`src/rtl/ps2_rx_fifo_if.sv`:
```
// Host-side bundle of the PS/2 receiver: FIFO read port, error clear and status flags.
// Handshake: an entry is offered while ready=1; rd_en=1 sampled on a rising clk with ready=1 pops it.
interface ps2_rx_fifo_if #(
  parameter int FIFO_DEPTH = 8
);
  localparam int CW = $clog2(FIFO_DEPTH) + 1;

  logic          rd_en;
  logic          err_clr;
  logic [9:0]    data;
  logic          ready;
  logic          overflow;
  logic          parity_err;
  logic          frame_err;
  logic [CW-1:0] count;

  modport master (
    output rd_en, err_clr,
    input  data, ready, overflow, parity_err, frame_err, count
  );

  modport slave (
    input  rd_en, err_clr,
    output data, ready, overflow, parity_err, frame_err, count
  );
endinterface

```
`src/rtl/ps2_rx_fifo.sv`:
```
// PS/2 keyboard receiver: synchroniser, 11-bit frame deframer with parity/stop/timeout checks,
// optional E0/F0 prefix folding, and a show-ahead FIFO of decoded {ext, brk, code} entries.
module ps2_rx_fifo #(
  parameter int FIFO_DEPTH     = 8,
  parameter int SYNC_STAGES    = 3,
  parameter int TIMEOUT_CYCLES = 20000,
  parameter int DECODE_PREFIX  = 1
) (
  input  logic              clk,
  input  logic              clr,
  input  logic              ps2_clk,
  input  logic              ps2_data,
  ps2_rx_fifo_if.slave      bus,
  output logic [2:0]        fsm_state
);

  localparam int AW = $clog2(FIFO_DEPTH);
  localparam int CW = AW + 1;
  localparam int TW = $clog2(TIMEOUT_CYCLES + 1);

  typedef enum logic [2:0] {
    S_IDLE    = 3'd0,
    S_RECV    = 3'd1,
    S_PARITY  = 3'd2,
    S_STOP    = 3'd3,
    S_DELIVER = 3'd4
  } state_t;

  state_t state_q, state_d;

  logic [SYNC_STAGES-1:0] clk_sync, data_sync;
  logic                   clk_prev;
  logic                   fall;
  logic                   bit_in;

  logic [7:0]    shreg_q;
  logic [2:0]    bitcnt_q;
  logic          par_q;
  logic [TW-1:0] timer_q;
  logic          timer_hit;
  logic          in_frame;
  logic          parity_ok;

  logic          set_perr, set_ferr, deliver;
  logic          ext_pend, brk_pend;
  logic          is_e0, is_f0, is_prefix;
  logic          push_req;
  logic [9:0]    push_data;

  logic [9:0]    mem [FIFO_DEPTH];
  logic [AW-1:0] wr_ptr, rd_ptr;
  logic [CW-1:0] count_q;
  logic          full, empty, pop, push_acc, drop;
  logic          overflow_q, parity_err_q, frame_err_q;

  // Bus idles high, so the synchronisers reset to 1 to avoid a phantom falling edge.
  always_ff @(posedge clk or posedge clr) begin
    if (clr) begin
      clk_sync  <= '1;
      data_sync <= '1;
      clk_prev  <= 1'b1;
    end else begin
      clk_sync  <= {clk_sync[SYNC_STAGES-2:0], ps2_clk};
      data_sync <= {data_sync[SYNC_STAGES-2:0], ps2_data};
      clk_prev  <= clk_sync[SYNC_STAGES-1];
    end
  end

  assign fall      = clk_prev & ~clk_sync[SYNC_STAGES-1];
  assign bit_in    = data_sync[SYNC_STAGES-1];
  assign timer_hit = (timer_q == TW'(TIMEOUT_CYCLES));
  assign in_frame  = (state_q == S_RECV) || (state_q == S_PARITY) || (state_q == S_STOP);
  assign parity_ok = ^{shreg_q, par_q};

  always_ff @(posedge clk or posedge clr) begin
    if (clr) state_q <= S_IDLE;
    else     state_q <= state_d;
  end

  // A ps2_clk edge takes priority over a timeout landing in the same cycle.
  always_comb begin
    state_d  = state_q;
    set_perr = 1'b0;
    set_ferr = 1'b0;
    deliver  = 1'b0;
    case (state_q)
      S_IDLE: begin
        if (fall && !bit_in) state_d = S_RECV;
      end
      S_RECV: begin
        if (fall) begin
          if (bitcnt_q == 3'd7) state_d = S_PARITY;
        end else if (timer_hit) begin
          set_ferr = 1'b1;
          state_d  = S_IDLE;
        end
      end
      S_PARITY: begin
        if (fall) begin
          state_d = S_STOP;
        end else if (timer_hit) begin
          set_ferr = 1'b1;
          state_d  = S_IDLE;
        end
      end
      S_STOP: begin
        if (fall) begin
          if (bit_in && parity_ok) begin
            state_d = S_DELIVER;
          end else if (bit_in) begin
            set_perr = 1'b1;
            state_d  = S_IDLE;
          end else begin
            set_ferr = 1'b1;
            state_d  = S_IDLE;
          end
        end else if (timer_hit) begin
          set_ferr = 1'b1;
          state_d  = S_IDLE;
        end
      end
      S_DELIVER: begin
        deliver = 1'b1;
        state_d = S_IDLE;
      end
      default: state_d = S_IDLE;
    endcase
  end

  always_ff @(posedge clk or posedge clr) begin
    if (clr) begin
      shreg_q  <= '0;
      bitcnt_q <= '0;
      par_q    <= 1'b0;
      timer_q  <= '0;
    end else begin
      if (!in_frame || fall)  timer_q <= '0;
      else if (!timer_hit)    timer_q <= timer_q + TW'(1);

      case (state_q)
        S_IDLE: begin
          if (fall && !bit_in) begin
            bitcnt_q <= '0;
            shreg_q  <= '0;
          end
        end
        S_RECV: begin
          if (fall) begin
            shreg_q  <= {bit_in, shreg_q[7:1]};
            bitcnt_q <= bitcnt_q + 3'd1;
          end else if (timer_hit) begin
            shreg_q <= '0;
          end
        end
        S_PARITY: begin
          if (fall) par_q <= bit_in;
          else if (timer_hit) shreg_q <= '0;
        end
        S_STOP: begin
          if (!fall && timer_hit) shreg_q <= '0;
        end
        default: ;
      endcase
    end
  end

  assign is_e0     = (shreg_q == 8'hE0);
  assign is_f0     = (shreg_q == 8'hF0);
  assign is_prefix = (DECODE_PREFIX != 0) && (is_e0 || is_f0);

  always_comb begin
    push_req  = 1'b0;
    push_data = '0;
    if (deliver && !is_prefix) begin
      push_req = 1'b1;
      if (DECODE_PREFIX != 0) push_data = {ext_pend, brk_pend, shreg_q};
      else                    push_data = {2'b00, shreg_q};
    end
  end

  always_ff @(posedge clk or posedge clr) begin
    if (clr) begin
      ext_pend <= 1'b0;
      brk_pend <= 1'b0;
    end else if (deliver && (DECODE_PREFIX != 0)) begin
      if (is_e0) begin
        ext_pend <= 1'b1;
      end else if (is_f0) begin
        brk_pend <= 1'b1;
      end else begin
        ext_pend <= 1'b0;
        brk_pend <= 1'b0;
      end
    end
  end

  assign full     = (count_q == CW'(FIFO_DEPTH));
  assign empty    = (count_q == '0);
  assign pop      = bus.rd_en && !empty;
  // A pop in the same cycle frees the slot, so a full FIFO can still accept.
  assign push_acc = push_req && (!full || pop);
  assign drop     = push_req && full && !pop;

  always_ff @(posedge clk) begin
    if (push_acc) mem[wr_ptr] <= push_data;
  end

  always_ff @(posedge clk or posedge clr) begin
    if (clr) begin
      wr_ptr     <= '0;
      rd_ptr     <= '0;
      count_q    <= '0;
      overflow_q <= 1'b0;
    end else begin
      if (push_acc) wr_ptr <= wr_ptr + AW'(1);
      if (pop)      rd_ptr <= rd_ptr + AW'(1);
      case ({push_acc, pop})
        2'b10:   count_q <= count_q + CW'(1);
        2'b01:   count_q <= count_q - CW'(1);
        default: count_q <= count_q;
      endcase
      if (drop)     overflow_q <= 1'b1;
      else if (pop) overflow_q <= 1'b0;
    end
  end

  // A new error in the same cycle as err_clr wins.
  always_ff @(posedge clk or posedge clr) begin
    if (clr) begin
      parity_err_q <= 1'b0;
      frame_err_q  <= 1'b0;
    end else begin
      if (set_perr)         parity_err_q <= 1'b1;
      else if (bus.err_clr) parity_err_q <= 1'b0;
      if (set_ferr)         frame_err_q  <= 1'b1;
      else if (bus.err_clr) frame_err_q  <= 1'b0;
    end
  end

  // Gating on empty keeps data at zero straight out of reset without clearing the array.
  assign bus.data       = empty ? 10'h000 : mem[rd_ptr];
  assign bus.ready      = !empty;
  assign bus.count      = count_q;
  assign bus.overflow   = overflow_q;
  assign bus.parity_err = parity_err_q;
  assign bus.frame_err  = frame_err_q;
  assign fsm_state      = state_q;

endmodule

```
`src/flat_wrapper.sv`:
```
// flat-port wrapper written by rule: the top's interface ports become plain ports
module ps2_rx_fifo_flat 
#(
  parameter int FIFO_DEPTH     = 8,
  parameter int SYNC_STAGES    = 3,
  parameter int TIMEOUT_CYCLES = 20000,
  parameter int DECODE_PREFIX  = 1
)
  (clk, clr, ps2_clk, ps2_data, fsm_state, bus_rd_en, bus_err_clr, bus_data, bus_ready, bus_overflow, bus_parity_err, bus_frame_err, bus_count);
  ps2_rx_fifo_if #(.FIFO_DEPTH(FIFO_DEPTH)) bus_i ();
  input  logic clk;
  input  logic clr;
  input  logic ps2_clk;
  input  logic ps2_data;
  output logic [2:0] fsm_state;
  input wire logic [$bits(bus_i.rd_en)-1:0] bus_rd_en;
  input wire logic [$bits(bus_i.err_clr)-1:0] bus_err_clr;
  output wire logic [$bits(bus_i.data)-1:0] bus_data;
  output wire logic [$bits(bus_i.ready)-1:0] bus_ready;
  output wire logic [$bits(bus_i.overflow)-1:0] bus_overflow;
  output wire logic [$bits(bus_i.parity_err)-1:0] bus_parity_err;
  output wire logic [$bits(bus_i.frame_err)-1:0] bus_frame_err;
  output wire logic [$bits(bus_i.count)-1:0] bus_count;
  assign bus_i.rd_en = bus_rd_en;
  assign bus_i.err_clr = bus_err_clr;
  assign bus_data = bus_i.data;
  assign bus_ready = bus_i.ready;
  assign bus_overflow = bus_i.overflow;
  assign bus_parity_err = bus_i.parity_err;
  assign bus_frame_err = bus_i.frame_err;
  assign bus_count = bus_i.count;
  ps2_rx_fifo #(.FIFO_DEPTH(FIFO_DEPTH), .SYNC_STAGES(SYNC_STAGES), .TIMEOUT_CYCLES(TIMEOUT_CYCLES), .DECODE_PREFIX(DECODE_PREFIX)) u_core (.clk(clk), .clr(clr), .ps2_clk(ps2_clk), .ps2_data(ps2_data), .bus(bus_i), .fsm_state(fsm_state));
endmodule
```
`config.mk`:
```
export PLATFORM = sky130hd
export DESIGN_NAME = ps2_rx_fifo_flat
export DESIGN_NICKNAME = d
export VERILOG_FILES = /design/src/rtl/ps2_rx_fifo_if.sv /design/src/rtl/ps2_rx_fifo.sv /design/src/flat_wrapper.sv
export SDC_FILE = /design/constraint.sdc
export NUM_CORES = 1
export LEC_CHECK = 0
export ABC_AREA = 1
export CAP_MARGIN = 10
export CORE_ASPECT_RATIO = 2
export CORE_MARGIN = 2
export CORE_UTILIZATION = 40
export DETAILED_ROUTE_END_ITERATION = 7
export MAX_ROUTING_LAYER = met4
export PLACE_DENSITY_LB_ADDON = 0.12
export SYNTH_ARGS = -nofsm -noshare
export SYNTH_HDL_FRONTEND = slang
export SYNTH_SLANG_ARGS = --single-unit
```
`constraint.sdc`:
```
create_clock -name clk -period 2.71 [get_ports clk]
set_clock_uncertainty 0.2 [all_clocks]
set_input_delay 0.542 -clock clk [delete_from_list [all_inputs] [get_ports clk]]
set_output_delay 0.542 -clock clk [all_outputs]
set_load 0.005 [all_outputs]
```
# After elaboration in Yosys (flattened, before gate mapping)
# Memories as Yosys holds them, arrays and structs flattened.
# Index checks and enable logic that the tools add are counted.
dict set report classes {
  n_mux 44
  addsub 6
  bitwise 3
  n_reduce_logical 36
  eq_ne 18
}
# cell count
set op_table {}
lappend op_table {{two-way mux 8 bit} 5}
lappend op_table {{one-hot mux 8 bit (4 select lines)} 1}
lappend op_table {{two-way mux 15 bit} 2}
lappend op_table {{two-way mux 3 bit} 9}
lappend op_table {{two-way mux 1 bit} 21}
lappend op_table {{two-way mux 10 bit} 2}
lappend op_table {{== test 8 bit, second input constant} 2}
lappend op_table {{adder 15 x 1 -> 15 bit, second input constant} 1}
lappend op_table {{== test 15 bit, second input constant} 1}
lappend op_table {{one-hot mux 3 bit (4 select lines)} 1}
lappend op_table {{nonzero test 2 bit} 5}
lappend op_table {{adder 3 x 1 -> 3 bit, second input constant} 3}
lappend op_table {{XOR reduction 9 bit} 1}
lappend op_table {{logical AND 1 bit} 8}
lappend op_table {{one-hot mux 4 bit (2 select lines)} 1}
lappend op_table {{AND reduction 2 bit} 4}
lappend op_table {{zero test 1 bit} 7}
lappend op_table {{== test 3 x 2 -> 1 bit, second input constant} 2}
lappend op_table {{== test 3 bit, second input constant} 2}
lappend op_table {{inequality test 2 x 1 -> 1 bit, second input constant} 3}
lappend op_table {{inequality test 2 bit, second input constant} 3}
lappend op_table {{one-hot mux 3 bit (2 select lines)} 1}
lappend op_table {{logical OR 1 bit} 5}
lappend op_table {{adder 4 x 1 -> 4 bit, second input constant} 1}
lappend op_table {{15 further kinds} 16}
dict set report totals {
  n_memories 1
  ram_bits 80
  input_bits 6
  reg_bits 52
  wordCells 124
  output_inout_bits 21
}
# name depth word_bits rd rd_clocked_by_memory_dff write_ports line_no
set mem_list {}
lappend mem_list {u_core.mem 8 10 1 0 1 ps2_rx_fifo.sv:50} ;# logic [9:0] mem [FIFO_DEPTH];

# Logic depth before layout (Yosys ltp)
dict set report depth {
  depth_word 8
  ltp_mapped 16
  mapped_depth_nobuf 16
}

# Worst setup path before layout
# Ideal clock, no wire load.
dict set report synth_timing {
  path_kind {register to register}
  from {register u_core.state_q[0], in the netlist u_core.fsm_state[0]}
  to {memory u_core.mem[0][0] (enable)}
  stages_incl_launch_ff 7
  t_arrival_ns 1.565
  period_less_slack_ns 2.116
  path_buffers 0
  setup_slack_ns 0.594
  t_required_ns 2.159
  setup_ns 0.351
  path_cell_list {dfrtp_1 nor3_4 nand3_4 nor2_4 inv_2 or2_4 nor2_2}
}
dict set report synth_via {
  elab_chain_cells 7
}
# item line_no
set synth_rtl {}
lappend synth_rtl {{start, declared} ps2_rx_fifo.sv:29} ;# state_t state_q, state_d;
lappend synth_rtl {{start signal, assigned} ps2_rx_fifo.sv:77} ;# else state_q <= state_d;
lappend synth_rtl {{== test 3 bit} ps2_rx_fifo.sv:86} ;# case (state_q)
lappend synth_rtl {{two-way mux 1 bit} ps2_rx_fifo.sv:86}
lappend synth_rtl {{logical AND 1 bit} ps2_rx_fifo.sv:174} ;# if (deliver && !is_prefix) begin
lappend synth_rtl {{two-way mux 1 bit} ps2_rx_fifo.sv:174}
lappend synth_rtl {{logical AND 1 bit} ps2_rx_fifo.sv:201} ;# assign push_acc = push_req && (!full || pop);
lappend synth_rtl {{two-way mux 1 bit} ps2_rx_fifo.sv:205} ;# if (push_acc) mem[wr_ptr] <= push_data;
lappend synth_rtl {{two-way mux 1 bit (implied by the code)} ps2_rx_fifo.sv:205}
lappend synth_rtl {{end, declared} ps2_rx_fifo.sv:50}
# Every way passes these cells.

# Worst setup path after layout
dict set report layout_timing {
  from {register u_core.rd_ptr[0]}
  to {output bus_data[4]}
}
dict set report layout_via {
  elab_chain_cells 2
}
# item line_no
set layout_rtl {}
lappend layout_rtl {{start, declared} ps2_rx_fifo.sv:51} ;# logic [AW-1:0] wr_ptr, rd_ptr;
lappend layout_rtl {{start signal, assigned} ps2_rx_fifo.sv:216} ;# if (pop) rd_ptr <= rd_ptr + AW'(1);
lappend layout_rtl {{memory read (8 x 10 bit)} n/a}
lappend layout_rtl {{two-way mux 10 bit} ps2_rx_fifo.sv:241} ;# assign bus.data = empty ? 10'h000 : mem[rd_ptr];
lappend layout_rtl {{end, declared} flat_wrapper.sv:18} ;# output wire logic [$bits(bus_i.data)-1:0] bus_data;
# Every way passes these cells.

==> run summary <==
CTS Buffer Depth: 2
Req. time, crit path: 1970 ps
Clock sink count: 132
Pin count of the biggest net entering global routing: 43
Setup CP Type: register to output port
Final min period: 2620 ps
Hold Buf Count CTS: 0
Cells after synthesis: 588
Launch point of the worst path: u_core.rd_ptr[0]
Fin. max-slew vios: 0
Maximum VDD drop: 0.000481 V
Post-Route WL: 13400 um
Yosys reg bits: 132
Via density: 5.09
Worst Path Max Fanout: 10
Via count: 4323
Starting Density: 0.411
CP arrival: 1880 ps
Sequential share of the synthesized area: 0.630
Critical Path Max Stage Delay: 450 ps
First-pass GRT wire length: 21500 um
Clk_lat worst skew: 410 ps
Rel. slew slack: 0.308
Startpoint types: register
R2R Setup Slk: 350 ps
Share of cells above drive strength 1: 0.166
GP Congestion: 0.887
Number of enable flip-flop cells after synthesis: 80
Cell area after synthesis: 5890 um2
Tcrit/Tclk final: 0.966
CP delay by family, top: buffers and inverters
Maxcap violations: 0
Worst Tran Pin Value: 1030 ps
# diodes: 0
DIE WIDTH: 89.8 um
Antenna violations before repair: 0
Total gr overflow: 0
Worst reg2reg path endpoint: u_core.mem[7][0]
R2R Path Start: u_core.shreg_q[1]
CP max-delay cell: dfrtp_2
Routed wire per std cell: 15.8 um
Number of global-route vias before repair: 4384
Final hold violation count: 0
Die ar.: 15800 um2
Most used cell, CP: nor2_1
Total CTS buffers: 17
Outcome: finished clean
Top FF cell, synth: edfxtp_1
DRT iter0 DRCs: 151
Clock slew at reported path FFs: 60 ps
Hold WC Path Type: register to register
CP endpoint kind: output port
Pre-Repair DR Iteration Count: 4
CP Cell Sequence: inv_4, buf_6, buf_12, nor2_1, o32ai_2, o21ai_1, nor2_1, dlygate4sd2_1
Setup violations, final: 0
R2r worst-path depth: 8
CP Depth: 8
Area Overhead vs Synth: 25.3%
CTS tree: yes
Die H: 176 um
FP Rows: 62
Critical Path Sink: bus_data[4]
# port buffers: 26
All-Layer GR Usage: 0.181
Bufs and invs on worst path: 4
Async set-reset flop share out of synthesis: 0.394
Pwr dens: 998 nW/um2
Antenna Nets Post-Route: 0
Final hold slack: 156 ps
Final HPWL DP: 9010 um
Drc violations: 0
LEAKAGE: 3.02 nW
Setup TNS: 0 ps
Syn_area_per_cell: 10.0 um2
H-tree levels: 4
Nets: 657
Syn Nets: 601
Root Buffer: clkbuf_16
Fmax achieved: 0.382 GHz
Core ar.: 14400 um2
I/O pins: 27
Distinct cell type count after synthesis: 36
YS warnings: 0
-- power breakdown --
part           switching [mW]  internal (mW)  total, mW
Sequential              0.139           2.29       2.43
Clock                   0.912           1.48       2.39
Combinational            1.40           1.16       2.56
Total                    2.45           4.92       7.37
-- stage by stage --
step	util	power, mW	worst slack (ps)	instances	instance area [um2]
after floorplan	-	3.82	594	588	5890
after global placement	0.458	4.74	58.7	812	6580
after detailed placement	0.458	4.78	-26.6	812	6580
after CTS	0.505	7.26	-159	846	7250
after global routing	0.514	7.82	-3.05	849	7380
final	0.514	7.37	91.5	849	7380
-- state kept, by name (all words and copies together), names as in the netlist --
signal and flops:
u_core.mem 80, u_core.timer_q 15, u_core.shreg_q 8, u_core.bus.count 4, u_core.bitcnt_q 3, u_core.clk_sync 3, u_core.data_sync 3, u_core.fsm_state 3
u_core.rd_ptr 3, u_core.wr_ptr 3, u_core.brk_pend 1, u_core.bus.frame_err 1, u_core.bus.overflow 1, u_core.bus.parity_err 1, u_core.clk_prev 1, u_core.ext_pend 1
u_core.par_q 1
-- per-layer routing --
layer | GRT usage | wire length, um | vias up
met3 | 0.0360 | 304 | 32
li1 | - | - | 2092
met5 | - | 0 | -
met4 | 0.0872 | 397 | 0
met2 | 0.339 | 7680 | 88
met1 | 0.177 | 5010 | 2111
-- layout make-up --
| type | count | area (um2) |
|---|---|---|
| clock buffers | 17 | 425 |
| repair buffers | 55 | 619 |
| inverters | 63 | 241 |
| multi-input cells | 375 | 1950 |
| fillers | 1290 | 6970 |
| well taps | 192 | 240 |
| clock inverters | 15 | 195 |
| flip-flops and latches | 132 | 3710 |
-- worst register-to-register path, delay by kind of cell, from the launching register on --
family | cells | cell delay [ps]
buffers and inverters | 1 | 90
flip-flops | 1 | 370
AND/OR/NAND/NOR | 7 | 1310
-- cells in the mapped netlist (all sizes together) (3+ instances only) --
cell type,instances,area [um2]
a22o,3,26.3
dfrtp,45,1130
nand2,94,363
o32ai,20,175
a21oi,12,60.1
nor3,6,51.3
dfstp,7,184
xnor2,5,43.8
buf,5,25.0
nand3,24,138
xor2,6,52.6
nor2,135,537
ha,7,87.6
clkbuf,13,48.8
edfxtp,80,2400
o21ai,51,255
inv,63,236
nand4,4,25.0
-- worst min-delay path by stage --
stage	depth (start not counted)	endpoint	from
5_1_grt	0	u_core.clk_sync[1]	u_core.clk_sync[0]
6_report	0	u_core.clk_sync[1]	u_core.clk_sync[0]
2_1_floorplan	0	u_core.clk_sync[1]	u_core.clk_sync[0]
3_3_place_gp	0	u_core.data_sync[2]	u_core.data_sync[1]
4_1_cts	0	u_core.data_sync[2]	u_core.data_sync[1]
3_5_place_dp	0	u_core.data_sync[2]	u_core.data_sync[1]
-- placed cells by master, fill, tap and decap left out, types with 2 or more instances in the layout --
| cell | instances |
|---|---|
| a21oi_1 | 12 |
| a22o_1 | 3 |
| buf_12 | 8 |
| buf_4 | 17 |
| buf_6 | 2 |
| bufinv_16 | 3 |
| clkbuf_16 | 18 |
| clkbuf_2 | 3 |
| clkdlybuf4s50_1 | 16 |
| clkinv_4 | 3 |
| clkinvlp_4 | 2 |
| dfrtp_1 | 44 |
| dfstp_2 | 7 |
| dlymetal6s2s_1 | 5 |
| edfxtp_1 | 80 |
| ha_1 | 7 |
| inv_1 | 54 |
| inv_2 | 7 |
| inv_4 | 2 |
| inv_6 | 3 |
| inv_8 | 3 |
| nand2_1 | 90 |
| nand2_2 | 4 |
| nand3_1 | 22 |
| nand4_1 | 4 |
| nor2_1 | 126 |
| nor2_2 | 7 |
| nor2_4 | 2 |
| nor3_1 | 3 |
| nor3_2 | 2 |
| nor4_1 | 2 |
| o21ai_0 | 39 |
| o21ai_1 | 12 |
| o32ai_1 | 10 |
| o32ai_2 | 10 |
| xnor2_1 | 5 |
| xor2_1 | 6 |
-- logic make-up (layout without fill, tap and decap cells) --
kind of cell | count (synthesis) | in the layout | share of synthesized area
simple gates | 267 | 267 | 0.194
fa+ha+maj | 7 | 7 | 0.0149
buf+inv | 81 | 150 | 0.0527
compound gates | 90 | 90 | 0.0926
flops | 132 | 132 | 0.630
xor+xnor | 11 | 11 | 0.0163
-- timing repair --
action                                  in CTS  in global routing
gates resized for setup                     15                 32
pin swaps                                    0                  7
endpoints found under the hold margin        0                  0
buffers inserted                             1                  2
endpoints found under the setup margin      11                 11
gates cloned                                 1                  1
Note: power is estimated with default switching activity, not from simulation.
